**src/rtl/hazard_scoreboard.sv**
```systemverilog
// Register-file scoreboard and issue controller beside the ID stage.
// Each register has a down-counter that is loaded with WB_LAT when a writer
// issues and counts down to zero on the edge where the regfile write lands.
// A reader of a register whose counter is still running holds the ID stage.
// Optional build macro: SCOREBOARD_BYPASS_EN (write-through regfile, so a
// consumer may fire once the counter has reached 1).
module hazard_scoreboard #(
  parameter int ASIZE  = 4,
  parameter int WB_LAT = 4,
  parameter int CNT_W  = 16
) (
  input  logic                    clk,
  input  logic                    rst,
  input  logic                    issue_valid,
  input  logic                    issue_wen,
  input  logic [ASIZE-1:0]        issue_waddr,
  input  logic                    src1_use,
  input  logic [ASIZE-1:0]        src1_addr,
  input  logic                    src2_use,
  input  logic [ASIZE-1:0]        src2_addr,
  input  logic                    flush,
  output logic                    stall,
  output logic                    issue_fire,
  output logic [(1<<ASIZE)-1:0]   busy_mask,
  output logic [CNT_W-1:0]        stall_cnt
);

  localparam int NREG = 1 << ASIZE;
  localparam int CW   = $clog2(WB_LAT + 1);
  localparam logic [CW-1:0] LAT_INIT = CW'(WB_LAT);

  logic [NREG-1:0] busy_next;
  logic [NREG-1:0] haz_busy;
  logic            hazard1;
  logic            hazard2;
  logic            record;

  // Hazard detection looks only at the current counter state, so an
  // instruction reading its own destination never waits on itself.
  assign hazard1    = src1_use & haz_busy[src1_addr];
  assign hazard2    = src2_use & haz_busy[src2_addr];
  assign stall      = issue_valid & (hazard1 | hazard2) & ~flush;
  assign issue_fire = issue_valid & ~stall;
  // A flushed instruction is discarded, so its write is never tracked.
  assign record     = issue_fire & issue_wen & ~flush;

  generate
    for (genvar gi = 0; gi < NREG; gi++) begin : g_reg
      logic [CW-1:0] cnt_reg;
      logic [CW-1:0] cnt_next;

      // Counter update: flush clears, an issuing writer reloads (also on
      // WAW), otherwise a running counter steps toward zero.
      always_comb begin
        cnt_next = '0;
        if (flush) begin
          cnt_next = '0;
        end else if (record && (issue_waddr == ASIZE'(gi))) begin
          cnt_next = LAT_INIT;
        end else if (cnt_reg != '0) begin
          cnt_next = cnt_reg - 1'b1;
        end
      end

      // Counter state register.
      always_ff @(posedge clk) begin
        if (rst) begin
          cnt_reg <= '0;
        end else begin
          cnt_reg <= cnt_next;
        end
      end

      assign busy_next[gi] = (cnt_next != '0);

`ifdef SCOREBOARD_BYPASS_EN
      // Write-through regfile: the last counting cycle can already forward.
      assign haz_busy[gi] = (cnt_reg > CW'(1));
`else
      assign haz_busy[gi] = (cnt_reg != '0);
`endif
    end
  endgenerate

  // Registered pending-write mask, always equal to (counter != 0).
  always_ff @(posedge clk) begin
    if (rst) begin
      busy_mask <= '0;
    end else begin
      busy_mask <= busy_next;
    end
  end

  // Saturating count of stalled cycles; flush leaves it alone.
  always_ff @(posedge clk) begin
    if (rst) begin
      stall_cnt <= '0;
    end else if (stall && (stall_cnt != {CNT_W{1'b1}})) begin
      stall_cnt <= stall_cnt + 1'b1;
    end
  end

endmodule

```
**config.mk**
```make
export PLATFORM = sky130hd
export DESIGN_NAME = hazard_scoreboard
export DESIGN_NICKNAME = d
export VERILOG_FILES = /design/src/rtl/hazard_scoreboard.sv
export SDC_FILE = /design/constraint.sdc
export NUM_CORES = 1
export LEC_CHECK = 0
export ABC_AREA = 1
export BUFFER_PORTS_ARGS = -buffer_cell sky130_fd_sc_hd__buf_2
export CAP_MARGIN = 20
export CORE_MARGIN = 3
export CORE_UTILIZATION = 40
export CTS_CLUSTER_DIAMETER = 50
export CTS_CLUSTER_SIZE = 30
export DETAILED_ROUTE_END_ITERATION = 10
export REMOVE_ABC_BUFFERS = 1
export SYNTH_ARGS = -nofsm -noshare
export SYNTH_HDL_FRONTEND = slang
export SYNTH_SLANG_ARGS = --single-unit
```
**constraint.sdc**
```tcl
create_clock -name clk -period 1.65 [get_ports clk]
set_clock_uncertainty 0.15 [all_clocks]
set_input_delay 0.0825 -clock clk [delete_from_list [all_inputs] [get_ports clk]]
set_output_delay 0.0825 -clock clk [all_outputs]
set_load 0.02 [all_outputs]
```
# Word-level counts from Yosys, hierarchy flattened
# Index checks and enable logic that the tools add are counted.
# word_totals
reg_bits	80
wordCells	165
# classes
mux	52
bitwise	10
eq_ne	16
add_sub_neg	17
reduce_logical	50
magnitude_cmp	2
# ops
cell	n
$mux 3	48
$reduce_bool 3->1	32
$sub 3x1->3 const B	16
$eq 4x4->1 const B	8
$logic_and 1x1->1	17
$add 16x1->16 const B	1
$eq 4x3->1 const B	4
$ne 16x16->1 const B	1
$lt 4x5->1 const B	2
$bmux 1 s4	2
$eq 4x2->1 const B	2
$and 1x1->1	7
$eq 4x1->1 const B	1
$logic_not 4->1	1
$mux 1	2
$not 1->1	2
$or 1x1->1	1

# Longest topological paths before layout
# Gate-level depths: netlist of run 1.
# depth
depth_word	15
ltp_mapped	14
mapped_depth_nobuf	13

# Worst setup path after synthesis of run 1
# No wires, ideal clock.
# synth_path
path_kind	register to output
start	reg g_reg[9].cnt_reg[0]
end	out issue_fire
stages_incl_launch_ff	12
required_ps	1417
slack_ps	-146
t_arrival_ps	1564
path_cell_list	dfxtp_1 nor2_2 nand2_1 nand2_1 nand3_1 nand3_1 nand3_1 nand3_4 nand2_4 nand2_1 nor2_1 nor2_1
# synth_via
elab_chain_len	9
# synth_rtl
item	line_no	text
start, declared	49	logic [CW-1:0] cnt_reg;
start signal, assigned	70	cnt_reg <= cnt_next;
$reduce_bool 3->1 *	80	assign haz_busy[gi] = (cnt_reg != '0);
$bmux 1 s4 (on tied branches)	40, 41	
$mux 1 (on tied branches)	40, 41	
$and 1x1->1 (on tied branches)	40, 41	
$or 1x1->1 *	42	assign stall = issue_valid & (hazard1 | hazard2) & ~flush;
$and 1x1->1 * (2 in a row)	42	
net stall	22	output logic stall,
$not 1->1 *	43	assign issue_fire = issue_valid & ~stall;
$and 1x1->1 *	43	
end, declared	23	output logic issue_fire,
# Mark *: on every way through the listed nets, which the timed path passes. The rest lies on a longest branch. The select of a mux whose other input is x is not followed.

# Worst setup path in the final report of run 1
# layout_path
start	reg g_reg[15].cnt_reg[1]
end	out issue_fire
# layout_via
elab_chain_len	9
# layout_rtl
item	line_no
start, declared	49
start signal, assigned	70
$reduce_bool 3->1 *	80
$bmux 1 s4 (on tied branches)	40, 41
$mux 1 (on tied branches)	40, 41
$and 1x1->1 (on tied branches)	40, 41
$or 1x1->1 *	42
$and 1x1->1 * (2 in a row)	42
$not 1->1 *	43
$and 1x1->1 *	43
# Every way passes the cells marked *; elsewhere a longest branch is shown, timed or not. The select of a mux whose other input is x is not followed.

==> impl_metrics.py, run 1 <==
metrics = {
    "detailed_routing": {
        "viasPerCell": 4.94,
        "final_antenna_net_count": 0,
        "vias": 4277,
        "drt_iter0_drc": 238,
        "wl_um": 11100,
        "route.detailed.drc": 0,
        "drt_first_pass_iters": 5,
        "wl_per_cell_um": 12.9,
    },
    "global_routing": {
        "use_met1_pct": 26.0,
        "grt_use_met2_pct": 33.5,
        "use_met3_pct": 3.36,
        "grt_max_degree": 21,
        "grt_pass1_wl_um": 18600,
        "track_usage_pct": 20.2,
        "antenna_found_initial": 0,
        "grt_pass1_vias": 4099,
        "top_usage_layer": "met2",
        "overflow": 0,
    },
    "place": {
        "io_buffers": 52,
        "place_congestion": 0.987,
        "placed_area_um2": 4880,
        "pre_cts_slack_ns": -0.291,
        "dp.final_hpwl_um": 7910,
    },
    "logic_synthesis": {
        "yosysMostFrequentCell": "nand2_1",
        "yosysSeqAreaShare_pct": 39.0,
        "synth.avg_cell_area_um2": 6.81,
        "synthTopCellsByCount": "nand2_1 (148), inv_1 (108), dfxtp_1 (80), nand3_1 (52), nand4_1 (44)",
        "synth_edf_count": 0,
        "synth-warning-count": 0,
        "yosysTopAreaCellShare_pct": 39.0,
        "ys_seq_elements": 80,
        "ys_types": 27,
        "synthCells": 604,
        "async_flop_share_pct": 0,
        "synth_top_area_cell": "dfxtp_1",
        "syn-cell-area_um2": 4110,
        "synthFlopType": "dfxtp_1",
        "yosys-top-cells-area": "dfxtp_1 (39%), nand2_1 (14%), inv_1 (9.9%)",
    },
    "finish": {
        "final_area_um2": 5480,
        "largest_reg_flops": 48,
        "syn2layout_area_growth_pct": 33.4,
        "final_util_pct": 55.6,
        "num_antenna_cells": 0,
        "fin_nets": 747,
        "drive_gt1_share_pct": 30.5,
    },
    "floorplan": {
        "ios": 53,
        "initial_core_util_pct": 41.7,
        "rows": 36,
        "dieHeight_um": 107,
        "die_w_um": 107,
        "core_area_um2": 9860,
        "dieArea_um2": 11500,
    },
    "sta": {
        "layout_setup_ws_ns": -0.390,
        "drv_slew": 0,
        "rsz0062_at_grt": "yes",
        "hold_viol": 0,
        "finalSetupViolCount": 82,
        "fin_crit_ns": 2.04,
        "worst_pin_slew_ns": 0.435,
        "min_period_over_period_pct": 124,
        "hold_slack_ns": 0.00464,
        "max_freq_ghz": 0.490,
        "slew_headroom_pct": 71.0,
    },
    "clock_tree": {
        "cts_buffers": 9,
        "clockBufferDepth": 2,
        "clock_sinks": 80,
        "htreeDepth": 3,
        "clkTransAtPathRegs_ns": 0.08,
        "cts-root-buf": "clkbuf_8",
        "clk_latency_ns": 0.37,
        "cts_tree": "built",
    },
    "pwr": {
        "clockPowerShare_pct": 39.5,
        "fin_total_pwr_mw": 3.79,
        "swShare_pct": 25.0,
        "power_density_nw_per_um2": 692,
        "internal-power_mw": 2.85,
        "leakagePower_nw": 2.96,
        "peakVddDrop_v": 0.000328,
        "p_sw_mw": 0.947,
        "seq_power_share_pct": 51.1,
        "p_comb_share_pct": 9.5,
    },
    "setup_path": {
        "path_max_fanout": 3,
        "rrSetupSlack_ns": -0.37,
        "cp-start-kind": "register",
        "reg2reg_depth": 14,
        "worstPathRequired_ns": 1.42,
        "crit_arrival_ns": 1.81,
        "r2r-start": "g_reg[15].cnt_reg[1]$_SDFF_PP0_",
        "criticalPathCategory": "register to output port",
        "endpoint_kind": "output port",
        "rr_endpoint": "busy_mask[4]$_SDFF_PP0_",
    },
    "min_path": {
        "holdCritPathClass": "input pin to register",
        "worstHoldStart": "issue_waddr[3]",
        "min_path_cells": 5,
        "worstHoldEndpoint": "g_reg[4].cnt_reg[0]$_SDFF_PP0_",
    },
    "run": {
        "max_cap_violations": 0,
    },
    "status": {
        "status": "finished, violations left",
        "violations": "negative setup slack",
    },
}
layer usage:
metal	part of all wire, %	routed length [µm]
met5	0	0
met1	45	5050
met4	1.8	199
met2	48	5320
met3	4.9	541
worst max-delay path: stages, from the launching register on:
cell     delay [ns]
dfxtp_1        0.33
nor2_2         0.15
nand2_2        0.09
nand2_1        0.07
nand3_1        0.10
nand3_1        0.12
nand3_2        0.09
nand3_4        0.10
nand2_4        0.07
nand2_4        0.07
nor2_4         0.03
nor2_1         0.08
buf_4          0.14
stage by stage:
| stage | setup TNS, ns | instances |
|---|---|---|
| after floorplan | -4.97 | 587 |
| after global placement | -12.22 | 829 |
| after detailed placement | -15.40 | 829 |
| after CTS | -18.91 | 861 |
| after global routing | -32.02 | 865 |
| final | -22.18 | 865 |
cells in the final DEF (no fill, tap or decap), types with 2 or more instances in the layout:
cell type / Yosys / routed
nand3_1: 52 / 44
buf_8: 0 / 2
dfxtp_1: 80 / 65
o21ai_1: 0 / 6
nand3_4: 2 / 5
inv_2: 0 / 2
nor3_1: 15 / 15
nand2_4: 1 / 2
clkbuf_1: 8 / 2
xor2_1: 19 / 19
nand3_2: 6 / 13
dlygate4sd3_1: 0 / 3
dfxtp_2: 0 / 15
o21ai_0: 16 / 8
clkbuf_8: 0 / 11
nor2_4: 1 / 9
nand2_2: 0 / 20
nor2_2: 14 / 12
xnor2_1: 2 / 2
nor2_1: 40 / 34
a21oi_1: 28 / 26
inv_1: 108 / 106
inv_4: 2 / 2
a21boi_1: 0 / 2
o21ai_2: 0 / 2
a21boi_0: 4 / 2
nand2_1: 148 / 127
a21oi_2: 0 / 2
buf_2: 2 / 51
buf_4: 5 / 69
clkinv_2: 0 / 2
nand4_1: 44 / 44
worst max path at each step:
| stage | slack [ns] | startpoint | to |
|---|---|---|---|
| 3_3_place_gp | -0.27 | g_reg[11].cnt_reg[1]$_SDFF_PP0_ | busy_mask[3]$_SDFF_PP0_ |
| 5_1_grt | -0.48 | g_reg[7].cnt_reg[1]$_SDFF_PP0_ | busy_mask[4]$_SDFF_PP0_ |
| 3_5_place_dp | -0.29 | g_reg[1].cnt_reg[1]$_SDFF_PP0_ | busy_mask[5]$_SDFF_PP0_ |
| 6_report | -0.39 | g_reg[15].cnt_reg[1]$_SDFF_PP0_ | issue_fire |
| 4_1_cts | -0.37 | g_reg[1].cnt_reg[1]$_SDFF_PP0_ | issue_fire |
| 2_1_floorplan | -0.33 | g_reg[9].cnt_reg[0]$_SDFF_PP0_ | issue_fire |
cell type report:
type                            instances  area, µm²
Clock buffer                           13        159
Clock inverter                          3       40.0
Fill cell                             955       4380
Inverter                              111        422
Multi-Input combinational cell        398       2200
Sequential cell                        80       1620
Tap cell                              133        166
Timing Repair Buffer                  127        878
power by group through the flow:
stage          Sequential, mW  Clock [mW]  Combinational [mW]
5_1_grt                  1.94        1.64               0.386
4_1_cts                  1.94        1.53               0.323
3_3_place_gp             1.98           0               0.284
3_5_place_dp             1.98           0               0.285
2_1_floorplan            1.99           0               0.135
6_report                 1.94        1.50               0.360
repair_timing:
action,CTS,global route
endpoints found under the hold margin,5,0
hold buffers,3,0
setup endpoints to repair,82,82
gates resized for setup,32,51
gates cloned,2,1
pin swaps,24,25
buffers inserted,11,3
logic make-up (layout without fill, tap and decap cells):
family                     Yosys count  count (layout)  share of synthesized area, %
AOI/OAI and AO/OA                   48              48                          6.09
buffers and inverters              128             254                          12.7
DFF                                 80              80                          39.0
xor gates and xnor gates            21              21                          4.47
and+or+nand+nor                    326             328                          37.5
adders and majority gates            1               1                         0.304
Power figures use the tool's default switching activity.
==> run 2: changes to the inputs <==
--- a/config.mk
+++ b/config.mk
@@ -14,6 +14,7 @@
 export CTS_CLUSTER_SIZE = 30
 export DETAILED_ROUTE_END_ITERATION = 10
 export REMOVE_ABC_BUFFERS = 1
+export SKIP_CTS_REPAIR_TIMING = 1
 export SYNTH_ARGS = -nofsm -noshare
 export SYNTH_HDL_FRONTEND = slang
 export SYNTH_SLANG_ARGS = --single-unit
==> run 2 against run 1 <==
Net effect:
- largest cell class unchanged
- first-iteration DRC count is 1.3% higher
- largest power group unchanged
- the run ends with negative hold slack, negative setup slack left
- utilization grew 0.44 points
- non-clock buffer count decreased by 2
- critical path type unchanged
- global-route usage fell by 0.73 points
- count of clock-buffer cells in the layout stayed put
- sequential power barely moved
==> impl_metrics.py, run 2 (synthesis results as in run 1) <==
metrics = {
    "status": {
        "status": "finished, violations left",
        "violations": "negative hold slack, negative setup slack",
    },
    "sta": {
        "layout_setup_ws_ns": -0.445,
        "rsz0062_at_grt": "yes",
        "hold_slack_ns": -0.00508,
        "setup-tns-final_ns": -21.65,
        "drv_slew": 0,
        "max_freq_ghz": 0.477,
        "hold_viol": 2,
        "worst_pin_slew_ns": 0.437,
        "slew_headroom_pct": 70.9,
        "fin_crit_ns": 2.09,
        "min_period_over_period_pct": 127,
        "finalSetupViolCount": 82,
    },
    "clock_tree": {
        "cts_tree": "built",
        "cts-root-buf": "clkbuf_8",
        "htreeDepth": 3,
        "clkTransAtPathRegs_ns": 0.08,
        "clk_latency_ns": 0.37,
        "clockBufferDepth": 2,
        "clock_sinks": 80,
        "cts_buffers": 9,
    },
    "global_routing": {
        "antenna_found_initial": 0,
        "grt_max_degree": 21,
        "overflow": 0,
        "grt_pass1_wl_um": 17900,
        "grt_pass1_vias": 3949,
        "track_usage_pct": 19.5,
    },
    "detailed_routing": {
        "route.detailed.drc": 0,
        "drt_iter0_drc": 241,
        "wl_per_cell_um": 13.2,
        "vias": 4320,
        "wl_um": 11400,
        "drt_first_pass_iters": 5,
        "final_antenna_net_count": 0,
        "viasPerCell": 5.00,
    },
    "finish": {
        "syn2layout_area_growth_pct": 34.4,
        "num_antenna_cells": 0,
        "final_area_um2": 5530,
        "drive_gt1_share_pct": 33.4,
        "final_cells": 864,
        "final_cell_mix": "nand2_1 (121), inv_1 (105), buf_4 (72)",
        "final_util_pct": 56.0,
        "fin_nets": 746,
        "fill_cells": 938,
        "regArea_um2": 1620,
        "largest_reg_flops": 48,
        "layout_commonest_cell": "nand2_1",
        "multiInputGateArea_um2": 2290,
    },
    "setup_path": {
        "crit_arrival_ns": 1.86,
        "criticalPathCategory": "register to output port",
        "worstPathRequired_ns": 1.42,
        "rrSetupSlack_ns": -0.44,
        "endpoint_kind": "output port",
        "path_max_fanout": 6,
        "reg2reg_depth": 14,
        "cp-start-kind": "register",
    },
    "floorplan": {
        "rows": 36,
        "dieHeight_um": 107,
        "initial_core_util_pct": 41.7,
        "die_w_um": 107,
        "ios": 53,
        "dieArea_um2": 11500,
        "core_area_um2": 9860,
    },
    "place": {
        "place_congestion": 0.987,
        "placed_area_um2": 4880,
        "io_buffers": 52,
        "pre_cts_slack_ns": -0.291,
        "dp.final_hpwl_um": 7910,
        "place_inst": 829,
    },
    "run": {
        "max_cap_violations": 0,
    },
    "pwr": {
        "leakagePower_nw": 2.96,
        "peakVddDrop_v": 0.000328,
        "fin_total_pwr_mw": 3.79,
        "power_density_nw_per_um2": 686,
    },
    "min_path": {
        "min_path_cells": 5,
        "holdCritPathClass": "input pin to register",
    },
}
run 2: cell types whose count changed in the layout (fill, tap and decap cells not counted), sizes merged:
| cell | change |
|---|---|
| dlygate4sd3 | -3 |
| buf | +2 |
| clkbuf | -1 |
| nand3 | +1 |
run 2: cell type report:
type | instances | share of cell area (%)
inverter | 111 | 7.63
sequential | 80 | 29.3
multi-input combinational | 399 | 41.5
clock buffer | 13 | 2.87
timing repair buffer | 125 | 15.0
clock inverter | 3 | 0.724
tap | 133 | 3.01
run 2: power breakdown:
part           switching (mW)  internal, mW
clock                   0.723         0.779
combinational           0.232         0.122
sequential            0.00271          1.93
total                   0.958          2.83
run 2: worst max-delay path, cell delays in order, from the launching register on:
cell	delay, ns
dfxtp_1	0.33
nor2_2	0.17
nand2_2	0.09
nand2_1	0.07
nand3_1	0.09
nand3_1	0.11
nand3_2	0.09
nand3_4	0.11
nand2_4	0.09
nand2_4	0.07
nor2_4	0.03
nor2_1	0.08
buf_4	0.14
run 2: per-layer routing:
layer / GRT usage [%] / vias up / share of wire (%) / wire length, µm
li1: - / 2181 / - / -
met1: 25.4 / 1998 / 44 / 5000
met2: 31.8 / 128 / 49 / 5550
met3: 3.30 / 13 / 5.5 / 626
met4: 8.30 / 0 / 1.7 / 198
met5: 0 / - / 0 / 0
run 2: path summary, 6_finish.rpt:
path | endpoint | startpoint
hold / removal | busy_mask[3]$_SDFF_PP0_ | issue_waddr[2]
setup / recovery | issue_fire | g_reg[15].cnt_reg[1]$_SDFF_PP0_
setup reg to reg | busy_mask[4]$_SDFF_PP0_ | g_reg[15].cnt_reg[1]$_SDFF_PP0_
hold reg to reg | stall_cnt[14]$_SDFFE_PP0P_ | stall_cnt[14]$_SDFFE_PP0P_
